`src/rtl/dcache_data_ctrl.sv`:
```
// Request/response sequencer for the single-port dcache data SRAM macro: one timed access per request.
// Optional perf counters (perf_rd_cnt/perf_wr_cnt) are built when DCACHE_DATA_CTRL_PERF_EN is defined.
module dcache_data_ctrl #(
  parameter int unsigned DATA_WIDTH = 256,
  parameter int unsigned ADDR_WIDTH = 4,
  parameter int unsigned NUM_WMASKS = 32
) (
  input  logic                  clk,
  input  logic                  rst,
  input  logic                  req_valid,
  output logic                  req_ready,
  input  logic                  req_we,
  input  logic [ADDR_WIDTH-1:0] req_addr,
  input  logic [NUM_WMASKS-1:0] req_wmask,
  input  logic [DATA_WIDTH-1:0] req_wdata,
  output logic                  resp_valid,
  input  logic                  resp_ready,
  output logic                  resp_we,
  output logic [DATA_WIDTH-1:0] resp_rdata,
  output logic                  sram_csb,
  output logic                  sram_web,
  output logic [NUM_WMASKS-1:0] sram_wmask,
  output logic [ADDR_WIDTH-1:0] sram_addr,
  output logic [DATA_WIDTH-1:0] sram_din,
`ifdef DCACHE_DATA_CTRL_PERF_EN
  output logic [31:0]           perf_rd_cnt,
  output logic [31:0]           perf_wr_cnt,
`endif
  input  logic [DATA_WIDTH-1:0] sram_dout
);

  if (NUM_WMASKS != DATA_WIDTH / 8) begin : g_wmask_check
    $error("dcache_data_ctrl: NUM_WMASKS must equal DATA_WIDTH/8");
  end

  typedef enum logic [1:0] {
    IDLE  = 2'd0,
    ISSUE = 2'd1,
    WAIT  = 2'd2,
    RESP  = 2'd3
  } state_t;

  state_t state;

  // sram_web stays low through ISSUE for writes, so it doubles as the access-type flag there.
  always_ff @(posedge clk) begin
    if (rst) begin
      state      <= IDLE;
      req_ready  <= 1'b1;
      resp_valid <= 1'b0;
      resp_we    <= 1'b0;
      resp_rdata <= '0;
      sram_csb   <= 1'b1;
      sram_web   <= 1'b1;
      sram_wmask <= '0;
      sram_addr  <= '0;
      sram_din   <= '0;
    end else begin
      unique case (state)
        IDLE: begin
          if (req_valid && req_ready) begin
            req_ready  <= 1'b0;
            sram_csb   <= 1'b0;
            sram_web   <= ~req_we;
            sram_addr  <= req_addr;
            sram_din   <= req_wdata;
            sram_wmask <= req_we ? req_wmask : '0;
            state      <= ISSUE;
          end
        end
        ISSUE: begin
          sram_csb <= 1'b1;
          sram_web <= 1'b1;
          if (sram_web) begin
            state <= WAIT;
          end else begin
            resp_valid <= 1'b1;
            resp_we    <= 1'b1;
            state      <= RESP;
          end
        end
        WAIT: begin
          resp_rdata <= sram_dout;
          resp_we    <= 1'b0;
          resp_valid <= 1'b1;
          state      <= RESP;
        end
        RESP: begin
          if (resp_ready) begin
            resp_valid <= 1'b0;
            req_ready  <= 1'b1;
            state      <= IDLE;
          end
        end
        default: state <= IDLE;
      endcase
    end
  end

`ifdef DCACHE_DATA_CTRL_PERF_EN
  // One count per issued access, attributed by type during its ISSUE cycle.
  always_ff @(posedge clk) begin
    if (rst) begin
      perf_rd_cnt <= '0;
      perf_wr_cnt <= '0;
    end else if (state == ISSUE) begin
      if (sram_web) perf_rd_cnt <= perf_rd_cnt + 32'd1;
      else          perf_wr_cnt <= perf_wr_cnt + 32'd1;
    end
  end
`endif

endmodule

```
`config.mk`:
```
export PLATFORM = sky130hd
export DESIGN_NAME = dcache_data_ctrl
export DESIGN_NICKNAME = d
export VERILOG_FILES = /design/src/rtl/dcache_data_ctrl.sv
export SDC_FILE = /design/constraint.sdc
export NUM_CORES = 1
export LEC_CHECK = 0
export BUFFER_PORTS_ARGS = -buffer_cell sky130_fd_sc_hd__buf_2
export CORE_AREA = 4 4 431 433
export CTS_CLUSTER_SIZE = 8
export DETAILED_ROUTE_END_ITERATION = 10
export DIE_AREA = 0 0 435 437
export SLEW_MARGIN = 25
export SYNTH_ARGS = -nofsm -noshare
export SYNTH_HDL_FRONTEND = slang
export SYNTH_SLANG_ARGS = --single-unit
```
`constraint.sdc`:
```
create_clock -name clk -period 1.6 [get_ports clk]
set_input_delay 0.08 -clock clk [delete_from_list [all_inputs] [get_ports clk]]
set_output_delay 0.08 -clock clk [all_outputs]
set_load 0.005 [all_outputs]
```
# After elaboration in Yosys (flattened, before gate mapping)
# Cells that the tools add are included.
# op_classes
bitwise_logic,1
n_eq_ne,6
n_mux,15
n_reduce_logical,12
# op_table
cell,count
$mux W32,1
$pmux W1 S2,4
$pmux W2 S4,1
$reduce_and A2 Y1,4
$mux W1,6
$ne A2 B2 Y1 const B,3
$reduce_and A3 Y1,2
$reduce_bool A2 Y1,3
$eq A2 B2 Y1 const B,2
$mux W2,2
$pmux W1 S3,1
$reduce_bool A3 Y1,1
$eq A2 B1 Y1 const B,1
$logic_not A2 Y1,1
$logic_and A1 B1 Y1,1
$not A1 Y1,1
# word_totals
reg_bits,555
word_cells,44

# Depth between registers and ports, before layout
# Gate-level depths: netlist (run 1).
# depth
ltp_word,3
depth_mapped,9
depth_no_buf,5

# Worst setup path after synthesis (run 1)
# Ideal clock, no wire load.
# synth_timing
kind,flip-flop to flip-flop
from,register state[1]
to,register sram_wmask[17]
setup_slack_ns,0.003
path_stages_with_launch,10
arrival_ns,1.453
path_buffers,4
setup_time_ns,0.143
path_cell_list,dfxtp_1 > inv_1 > ha_1 > buf_4 > and3_1 > buf_4 > buf_12 > buf_12 > nand3_2 > a21oi_2
# synth_via
elab_chain_len,2
# synth_lines
item,line,source
"start, declared",43,state_t state;
"start signal, assigned",48,state <= IDLE;
"start signal, assigned",68,state <= ISSUE;
"start signal, assigned",75,state <= WAIT;
$logic_not A2 Y1,59,unique case (state)
$reduce_and A2 Y1 (no line),n/a,
"end signal, assigned",67,sram_wmask <= req_we ? req_wmask : '0;
"end, declared",22,"output logic [NUM_WMASKS-1:0] sram_wmask,"
# Every way passes these cells.
# A chain may end at the register's enable or synchronous reset.

# Worst setup path in the final report (run 1)
# layout_timing
from,register state[1]
to,register sram_din[37]
# layout_via
elab_chain_len,2
# layout_lines
item,line,source
$logic_not A2 Y1,59,
$reduce_and A2 Y1 (no line),n/a,
"end signal, assigned",66,sram_din <= req_wdata;
"end, declared",24,"output logic [DATA_WIDTH-1:0] sram_din,"
# Every way passes these cells.

==> reports/results.ini, run 1 <==
[status]
status=finished, violations left
violations=setup timing

[grt]
grt_usage=0.1211
grt_antenna_before_repair=40
grt_pass1_vias=22203
grt_pass1_wl_um=164600
grt_max_degree=76
grt_overflow=0

[timing]
finalWorstPathRequiredPeriod_ps=1677
worst_slack_ps=-77.43
slew-limit-headroom=0.6153
setup_violations=114
finalCritPeriodShare=1.048
hold_viol_final=0
drv_slew=0
fin_worst_skew_ps=29.43
worstMarginPinSlew_ps=577.0
rsz0062_at_grt=yes
max_freq_mhz=596.2

[power_and_ir_drop]
power_frac_comb=0.361
pwr-share-clk=0.303
total_power_mw=51.80
p_sw_frac=0.3369
p_seq_frac=0.336
leakage_nw=16.40
power.switching_mw=17.45
ir_drop_mv=0.8225
power_density_mw_per_mm2=1361
p_int_mw=34.35

[synth]
synth_compound_area_frac=0.08286
synth-simple-area-share=0.1705
yosys.area.top_type_share=0.5630
syn_avg_cell_area_um2=9.205
syn_area_mm2=0.01974
synth_fp_nets=2702
synth_area_leaders=dfxtp_1 56%, mux2i_1 13%, nand2_1 11%, a21oi_1 7.0%, nor2_1 4.9%
ys_seq_area_frac=0.5630
synth_top_family_by_area=simple AND/OR/NAND/NOR gates
synthAdderAreaFrac=0.003170
synthMuxAreaShare=0.1303
ys_seq_elements=555
post-synth-top-area-cell=dfxtp_1
synth_cells=2144
yosysWarnings=0
ys_types=26
synth_xor_area_frac=0

[flow_run]
maxCapViolCount=0

[clock_network]
clk_pin_slew_worst_paths_ps=50
cts-htree-levels=3
clkLatencyLatePin_ps=700
clock_path_buffers=3
clock_sinks=555
numCtsBuffers=80
tritoncts=yes
root_buffer=clkbuf_16

[finish]
nets=4441
drive_gt1_frac=0.3863
fillerInstances=19762
area_growth_pct=92.80
finalInstanceArea_mm2=0.03805
multiInputGateArea_mm2=0.008074
utilization=0.2090
seq_area_mm2=0.01111

[place]
portBuffers=1105
place_area_mm2=0.02829
place_ws_ps=-109.5
place_congestion=0.9616
dp_hpwl_um=93870

[setup_path]
critPathKind=reg -> reg
timing.rr.end=sram_din[37]$_SDFFE_PP0P_
r2r_setup_slack_ps=-80
r2r_start=state[1]$_SDFFE_PP0P_
critPathMaxFanout=13
crit_start=state[1]$_SDFFE_PP0P_
startpoint_type=flip-flop
cp-end-kind=flip-flop
worstSetupEndpoint=sram_din[37]$_SDFFE_PP0P_
r2r_cells=8
worst_ep_arrival_time_ps=2290
required_ps=2210

[detailed_routing]
drtIter0Drc=1407
drt_first_pass_iters=7
wl_per_cell_um=20.31
ant_nets=0
drc=0
vias=22617
wl_um=127900
viasPerCell=3.592

[floorplanning]
row_count=157
die_w_um=435
die_area_mm2=0.1901
pin_count=1106
initial_utilization=0.1084
core_mm2=0.1821
die_height_um=437

[worst_hold_path]
hold_class=in -> reg

## worst min path at each step
| stage | from | to | slack, ps | cells after the start |
|---|---|---|---|---|
| floorplan | req_addr[0] | sram_addr[0]$_SDFFE_PP0P_ | 220 | 2 |
| global placement | sram_dout[177] | resp_rdata[177]$_SDFFE_PP0P_ | 310 | 3 |
| detailed placement | sram_dout[4] | resp_rdata[4]$_SDFFE_PP0P_ | 320 | 3 |
| CTS | req_valid | sram_din[251]$_SDFFE_PP0P_ | 8 | 5 |
| global route | req_valid | sram_wmask[22]$_SDFFE_PP0P_ | 70 | 5 |
| finish | req_valid | sram_din[247]$_SDFFE_PP0P_ | 110 | 5 |
## registers in the layout, indices dropped and copies added, names as in the netlist
register    count
state           2
sram_csb        1
resp_we         1
resp_rdata    256
sram_wmask     32
req_ready       1
sram_din      256
sram_addr       4
resp_valid      1
sram_web        1
## cell type report
class | instances | area share
timing repair buffer | 1818 | 0.3582
antenna | 18 | 0.001184
sequential | 555 | 0.2920
tap | 2385 | 0.07842
clock inverter | 8 | 0.003716
multi-input combinational | 1424 | 0.2122
inverter | 4 | 0.0003946
clock buffer | 84 | 0.05383
## metrics by stage
step,TNS [ps],std cells,hold slack [ps]
detailed placement,-9505,5572,320.1
finish,-2390,6296,107.7
global route,-28800,6289,66.60
global placement,-7022,5572,312.8
CTS,-2758,6229,8.440
floorplan,0,2144,216.0
## Yosys cell counts, drive strengths merged
cell type	instances
a211o	1
a21bo	1
a21oi	298
a221oi	1
a32o	1
a32oi	1
and3	1
buf	114
clkbuf	47
dfxtp	555
ha	5
inv	4
mux2i	257
nand2	557
nand3	34
nor2	260
nor2b	2
nor3	1
o21ai	3
o21bai	1
## logic make-up (layout without fill, tap and decap cells)
logic type	count (synthesis)	in the layout
AO/OA/AOI/OAI	307	307
other	0	18
flip-flops	555	555
buffers and inverters	165	1914
adder cells (fa/ha/maj)	5	5
AND/OR/NAND/NOR	855	855
multiplexers	257	257
## cells in the final DEF, fill, tap and decap left out, types with 3 or more instances in the layout
| cell type | count |
|---|---|
| buf_2 | 1103 |
| dfxtp_1 | 553 |
| dlygate4sd3_1 | 552 |
| nand2_1 | 523 |
| nor2_1 | 260 |
| mux2i_1 | 242 |
| a21oi_1 | 228 |
| clkbuf_16 | 110 |
| a21oi_2 | 70 |
| buf_4 | 58 |
| buf_12 | 33 |
| nand2_2 | 25 |
| nand3_2 | 20 |
| diode_2 | 18 |
| buf_6 | 15 |
| buf_16 | 14 |
| buf_8 | 14 |
| nand3_1 | 13 |
| mux2i_2 | 12 |
| nand2_4 | 9 |
| o21ai_0 | 3 |
| mux2i_4 | 3 |
| ha_1 | 3 |
| clkinv_16 | 3 |
| clkinv_2 | 3 |
## worst max-delay path, stage by stage, from the launching register on
cell and delay [ps]:
dfxtp_2 320, inv_2 80, ha_4 140, and3_4 250, buf_16 190, buf_12 180, buf_12 130, nand2_1 90
a21oi_2 130
## routing by layer
metal	GRT usage	wire length (µm)	part of all wire	vias to the layer above
li1	-	-	-	10480
met1	0.1281	45050	0.35	10720
met2	0.1960	60940	0.48	1112
met3	0.05785	14370	0.11	291
met4	0.07178	7440	0.058	14
met5	0	95	0.00074	-
## what timing repair did
item                                    4_1_cts  5_1_grt
resized for setup                            35      173
hold endpoints to repair                    554        0
cloned                                        4       38
setup buffers                                 9       11
pin swaps                                     1       66
endpoints found under the setup margin      326      490
hold buffers                                552        0
## power groups by stage
stage | sequential (mW) | clock, mW | combinational [mW]
after CTS | 17.3 | 16.2 | 15.7
after detailed placement | 17.5 | 0 | 13.5
after global routing | 17.6 | 16.7 | 20.1
after floorplan | 17.5 | 0 | 7.13
final | 17.4 | 15.7 | 18.7
after global placement | 17.5 | 0 | 13.4
Power figures use the tool's default switching activity.
==> run 2: changes to the inputs <==
Settings changed: ABC_AREA set to 1, CORE_AREA 4 4 431 433 to 4 4 424 426, DIE_AREA 0 0 435 437 to 0 0 428 430, SETUP_SLACK_MARGIN set to 0.05.
==> run 2 against run 1 <==
Against the previous run:
- the flow still finishes with violations (setup timing)
- routed wire length is 6.5% higher
- design area is 2.1% higher
- via count is 8.7% higher
- die area is 3.2% lower
- highest routed layer unchanged
- sequential share of layout area is 0.60 points lower
- register-to-register slack hardly changed
==> reports/results.ini, run 2 <==
[power_and_ir_drop]
p_seq_frac=0.312
power_frac_comb=0.432
power.switching_mw=23.97
p_sw_frac=0.3792
pwr-share-clk=0.256
ir_drop_mv=0.8627
power_density_mw_per_mm2=1627
leakage_nw=17.71
p_int_mw=39.25

[finish]
fillerInstances=19170
finalInstanceArea_mm2=0.03885
nets=4734
layout_commonest_cell=buf_2
drive_gt1_frac=0.4021
seq_area_mm2=0.01111
multiInputGateArea_mm2=0.008423
top_regs=resp_rdata x256, sram_din x256, sram_wmask x32
layout_common_cells=1,103 x buf_2, 553 x dfxtp_1, 552 x dlygate4sd3_1
area_growth_pct=103.6

[synth]
async_flop_share=0
ys_seq_area_frac=0.5822
syn_avg_cell_area_um2=7.847
synth_fp_nets=2990
ys_seq_elements=555
post-synth-top-area-cell=dfxtp_1
synthFlopType=dfxtp_1
yosysWarnings=0
synth_edf_count=0
synth_area_leaders=dfxtp_1 58%, nand2_1 11%, nor2_1 10%, a21oi_1 7.8%, o21ai_0 6.7%
syn_area_mm2=0.01908
synth_cells=2432
synth.top_cells.by_count=568 x nand2_1, 555 x dfxtp_1, 513 x nor2_1
ys_types=16
synthMostInstantiatedCell=nand2_1
yosys.area.top_type_share=0.5822

[floorplanning]
die_area_mm2=0.1840
die_w_um=428
row_count=154
core_mm2=0.1757
initial_utilization=0.1086
pin_count=1106
die_height_um=430

[grt]
grt_antenna_before_repair=41
grt_pass1_wl_um=179300
grt_overflow=0
grt_max_degree=78
grt_usage=0.1342
grt_pass1_vias=24216

[setup_path]
cp_top_family=buffers and inverters
critPathBufInv=5
cp.depth=9
max_stage_delay_ps=320
critPathKind=reg -> reg
cp-end-kind=flip-flop
r2r_cells=9
crit_start=state[1]$_SDFFE_PP0P_
worstSetupEndpoint=sram_din[54]$_SDFFE_PP0P_
startpoint_type=flip-flop
crit_slowest_cell=dfxtp_2
cpMostUsedCell=buf_12
crit_chain=inv_2, ha_4, nand3_4, buf_12, buf_16, buf_12, clkbuf_16, nand2_1, a21oi_1
worst_ep_arrival_time_ps=2200
r2r_setup_slack_ps=-80
critPathMaxFanout=8
required_ps=2120
timing.rr.end=sram_din[54]$_SDFFE_PP0P_
r2r_start=state[1]$_SDFFE_PP0P_

[place]
portBuffers=1105
dp_hpwl_um=99350
place_ws_ps=-194.0
place_congestion=0.9477
place_area_mm2=0.02803

[timing]
finalCritPeriodShare=1.049
holdWs_ps=143.8
hold_viol_final=0
rsz0062_at_grt=yes
setup_violations=119
worst_slack_ps=-78.10
worstMarginPinSlew_ps=853.1
fin_worst_skew_ps=37.75
slew-limit-headroom=0.4313
max_freq_mhz=595.9
drv_slew=0
finalWorstPathRequiredPeriod_ps=1678

[status]
violations=setup timing
status=finished, violations left

[detailed_routing]
wl_per_cell_um=20.80
ant_nets=0
drtIter0Drc=1683
vias=24587
drt_first_pass_iters=8
wl_um=136200
drc=0
viasPerCell=3.754

[clock_network]
numCtsBuffers=82
cts-htree-levels=3
clock_sinks=555
clkLatencyLatePin_ps=700
root_buffer=clkbuf_16
clock_path_buffers=3
tritoncts=yes
clk_pin_slew_worst_paths_ps=50

[worst_hold_path]
hold_class=in -> reg
hold_depth=4

[flow_run]
maxCapViolCount=0

[run 2: cell types whose count changed in the layout (fill, tap and decap cells not counted), sizes merged, moves of 3 or more]
cell / delta
o21ai: +254
nor2: +253
clkinv: -3
buf: +28
nand3: +3
mux2i: -257
inv: +11
o211ai: +3
clkbuf: +3
nand2: +11
diode: -3
bufbuf: +3
[run 2: what timing repair did]
| item | 4_1_cts | 5_1_grt |
|---|---|---|
| endpoints found under the hold margin | 554 | 0 |
| hold buffers | 552 | 0 |
| endpoints found under the setup margin | 326 | 519 |
| pin swaps | 11 | 73 |
| buffers inserted | 13 | 15 |
| gates resized for setup | 96 | 460 |
| cloned | 11 | 33 |
[run 2: logic make-up after synthesis]
| group | Yosys count | share of synthesized area |
|---|---|---|
| adder cells (fa/ha/maj) | 5 | 0.003278 |
| AO/OA/AOI/OAI | 558 | 0.1467 |
| AND/OR/NAND/NOR | 1119 | 0.2229 |
| flip-flops | 555 | 0.5822 |
| buffers and inverters | 195 | 0.04491 |
[run 2: layout make-up]
cell class                 instances  share of cell area
clock inverter                    12            0.004283
antenna                           15           0.0009662
sequential                       555              0.2860
clock buffer                      91             0.05420
timing repair buffer            1845              0.3605
inverter                          10            0.001836
multi-input combinational       1682              0.2168
tap                             2340             0.07536
[run 2: metal layers]
layer,vias up,track usage,wire (µm)
met5,-,0,41
met4,6,0.06016,5937
met3,278,0.03423,9862
met2,1195,0.2263,65860
met1,11757,0.1601,54520
li1,11351,-,-
[run 2: how the worst min path moves through the flow]
stage / start / end / slack [ps]
3_3_place_gp: sram_dout[201] / resp_rdata[201]$_SDFFE_PP0P_ / 300
2_1_floorplan: sram_dout[230] / resp_rdata[230]$_SDFFE_PP0P_ / 210
6_report: sram_dout[205] / resp_rdata[205]$_SDFFE_PP0P_ / 140
4_1_cts: sram_dout[244] / resp_rdata[244]$_SDFFE_PP0P_ / 40
5_1_grt: sram_dout[216] / resp_rdata[216]$_SDFFE_PP0P_ / 90
3_5_place_dp: sram_dout[215] / resp_rdata[215]$_SDFFE_PP0P_ / 310
[run 2: per-stage QoR]
| stage | total power, mW | cells | utilization | TNS [ps] |
|---|---|---|---|---|
| 2_1_floorplan | 27.58 | 2432 | - | 0 |
| 3_3_place_gp | 38.37 | 5808 | 0.1595 | -19760 |
| 3_5_place_dp | 38.52 | 5808 | 0.1595 | -25950 |
| 4_1_cts | 58.54 | 6487 | 0.2083 | -2877 |
| 5_1_grt | 66.54 | 6546 | 0.2210 | -17190 |
| 6_report | 63.22 | 6550 | 0.2211 | -3438 |
[run 2: worst min-delay path: stages]
cell and delay [ps]:
dlygate4sd3_1 510, buf_2 90, nor2_1 40, nor2_1 80
[run 2: power groups by stage]
stage,sequential [mW],clock [mW],combinational (mW)
after global routing,20.1,17.2,29.2
after CTS,19.3,16.7,22.5
after floorplan,19.6,0,7.93
after global placement,19.4,0,19.0
final,19.7,16.2,27.3
after detailed placement,19.5,0,19.1
==> run 3: changes to the inputs <==
Settings changed: PLACE_DENSITY set to 0.3.
==> run 3 against run 2 <==
Against the previous run:
- the run still ends with setup timing left
- non-clock buffer count is 23 higher
- sequential cell count unchanged
- sequential power barely moved
- die area stayed put
- cell count increased by 0.15%
- via count decreased by 5.4%
- critical path type unchanged
- worst setup slack improved by 62 ps
- worst hold slack improved by 26 ps
- combinational power shrank 3%
- critical path depth stayed put
==> reports/results.ini, run 3 (synthesis results as in run 2) <==
[detailed_routing]
wl_um=127200
wl_per_cell_um=19.38
ant_nets=0
drc=0
drt_first_pass_iters=5
drtIter0Drc=806
viasPerCell=3.544
vias=23250

[setup_path]
critPathMaxFanout=7
worst_ep_arrival_time_ps=2160
r2r_start=state[0]$_SDFFE_PP0P_
critPathKind=reg -> reg
cp-end-kind=flip-flop
timing.rr.end=sram_din[1]$_SDFFE_PP0P_
r2r_cells=9
r2r_setup_slack_ps=-20
required_ps=2140
startpoint_type=flip-flop

[timing]
fin_worst_skew_ps=19.51
rsz0062_at_grt=yes
slew-limit-headroom=0.6255
finalCritPeriodShare=1.010
hold_viol_final=0
worstMarginPinSlew_ps=561.8
max_freq_mhz=618.7
worst_slack_ps=-16.40
finalWorstPathRequiredPeriod_ps=1616
holdWs_ps=170.1
setup_violations=10
drv_slew=0

[clock_network]
clock_sinks=555
numCtsBuffers=82
root_buffer=clkbuf_16
clkLatencyLatePin_ps=660
clk_pin_slew_worst_paths_ps=50
clock_path_buffers=3
cts-htree-levels=3
tritoncts=yes

[floorplanning]
die_w_um=428
core_mm2=0.1757
initial_utilization=0.1086
row_count=154
die_area_mm2=0.1840
pin_count=1106
die_height_um=430

[grt]
grt_usage=0.1305
grt_overflow=0
grt_pass1_wl_um=176200
grt_antenna_before_repair=24
grt_max_degree=79
grt_pass1_vias=24052

[power_and_ir_drop]
total_power_mw=62.17
power_density_mw_per_mm2=1603
ir_drop_mv=0.9473
leakage_nw=17.75

[place]
placedCellCount=5840
place_area_mm2=0.02840
dp_hpwl_um=93390
place_congestion=0.8525
portBuffers=1105

[finish]
fillerInstances=19772
layout_commonest_cell=buf_2
nets=4757
area_growth_pct=103.2
top_regs=resp_rdata x256, sram_din x256, sram_wmask x32
drive_gt1_frac=0.3909
finalInstanceArea_mm2=0.03878
finalNonFillerCells=6560
utilization=0.2207
layout_common_cells=1,104 x buf_2, 553 x dfxtp_1, 552 x dlygate4sd3_1

[status]
violations=setup timing
status=finished, violations left

[worst_hold_path]
hold_class=in -> reg
hp-start=sram_dout[139]
holdPathEnd=resp_rdata[139]$_SDFFE_PP0P_
hold_depth=4

[flow_run]
maxCapViolCount=0

-- run 3: worst max-delay path, cell delays in order, from the launching register on --
cell	delay, ps
dfxtp_2	320
inv_2	80
ha_4	150
nand3_4	150
buf_12	190
buf_16	150
buf_12	150
clkbuf_16	170
nand2_2	50
a21oi_1	50
-- run 3: how the worst max path moves through the flow --
stage	from	end	slack, ps
after floorplan	state[0]$_SDFFE_PP0P_	resp_rdata[210]$_SDFFE_PP0P_	80
after global placement	state[0]$_SDFFE_PP0P_	sram_wmask[1]$_SDFFE_PP0P_	-130
after detailed placement	state[0]$_SDFFE_PP0P_	sram_wmask[17]$_SDFFE_PP0P_	-140
after CTS	state[1]$_SDFFE_PP0P_	sram_din[49]$_SDFFE_PP0P_	-20
after global routing	state[0]$_SDFFE_PP0P_	sram_din[18]$_SDFFE_PP0P_	-110
final	state[0]$_SDFFE_PP0P_	sram_din[1]$_SDFFE_PP0P_	-20
-- run 3: through the flow --
stage,setup slack [ps],TNS (ps)
floorplan,76.10,0
global placement,-132.7,-8732
detailed placement,-135.5,-12890
CTS,-24.11,-561.8
global route,-113.6,-18190
finish,-16.40,-68.39
-- run 3: what timing repair did --
action	4_1_cts	5_1_grt
gates cloned	23	11
pin swaps	59	37
gates resized for setup	205	238
buffers inserted	20	11
endpoints found under the hold margin	554	0
setup endpoints to repair	416	506
hold buffers	552	0
-- run 3: layer usage --
layer	routed length, µm	track usage	vias up
met4	5441	0.05466	4
met1	50770	0.1481	10941
met3	7242	0.03573	199
li1	-	-	11371
met5	27	0	-
met2	63680	0.2294	735
-- run 3: power breakdown --
part / internal, mW / total, mW / leakage, nW / switching [mW]
Combinational: 12.3 / 26.5 / 12.1 / 14.2
Clock: 9.48 / 16.1 / 1.08 / 6.67
Sequential: 17.5 / 19.5 / 4.55 / 2.02
-- run 3: cell type report --
cell class,count,area (µm²),share of cell area
flip-flops and latches,555,11110,0.2866
repair buffers,1868,14200,0.3662
clock inverters,7,82.58,0.002129
multi-input cells,1682,8232,0.2123
clock buffers,89,2141,0.05520
well taps,2340,2928,0.07549
diodes,9,22.52,0.0005807
inverters,10,62.56,0.001613
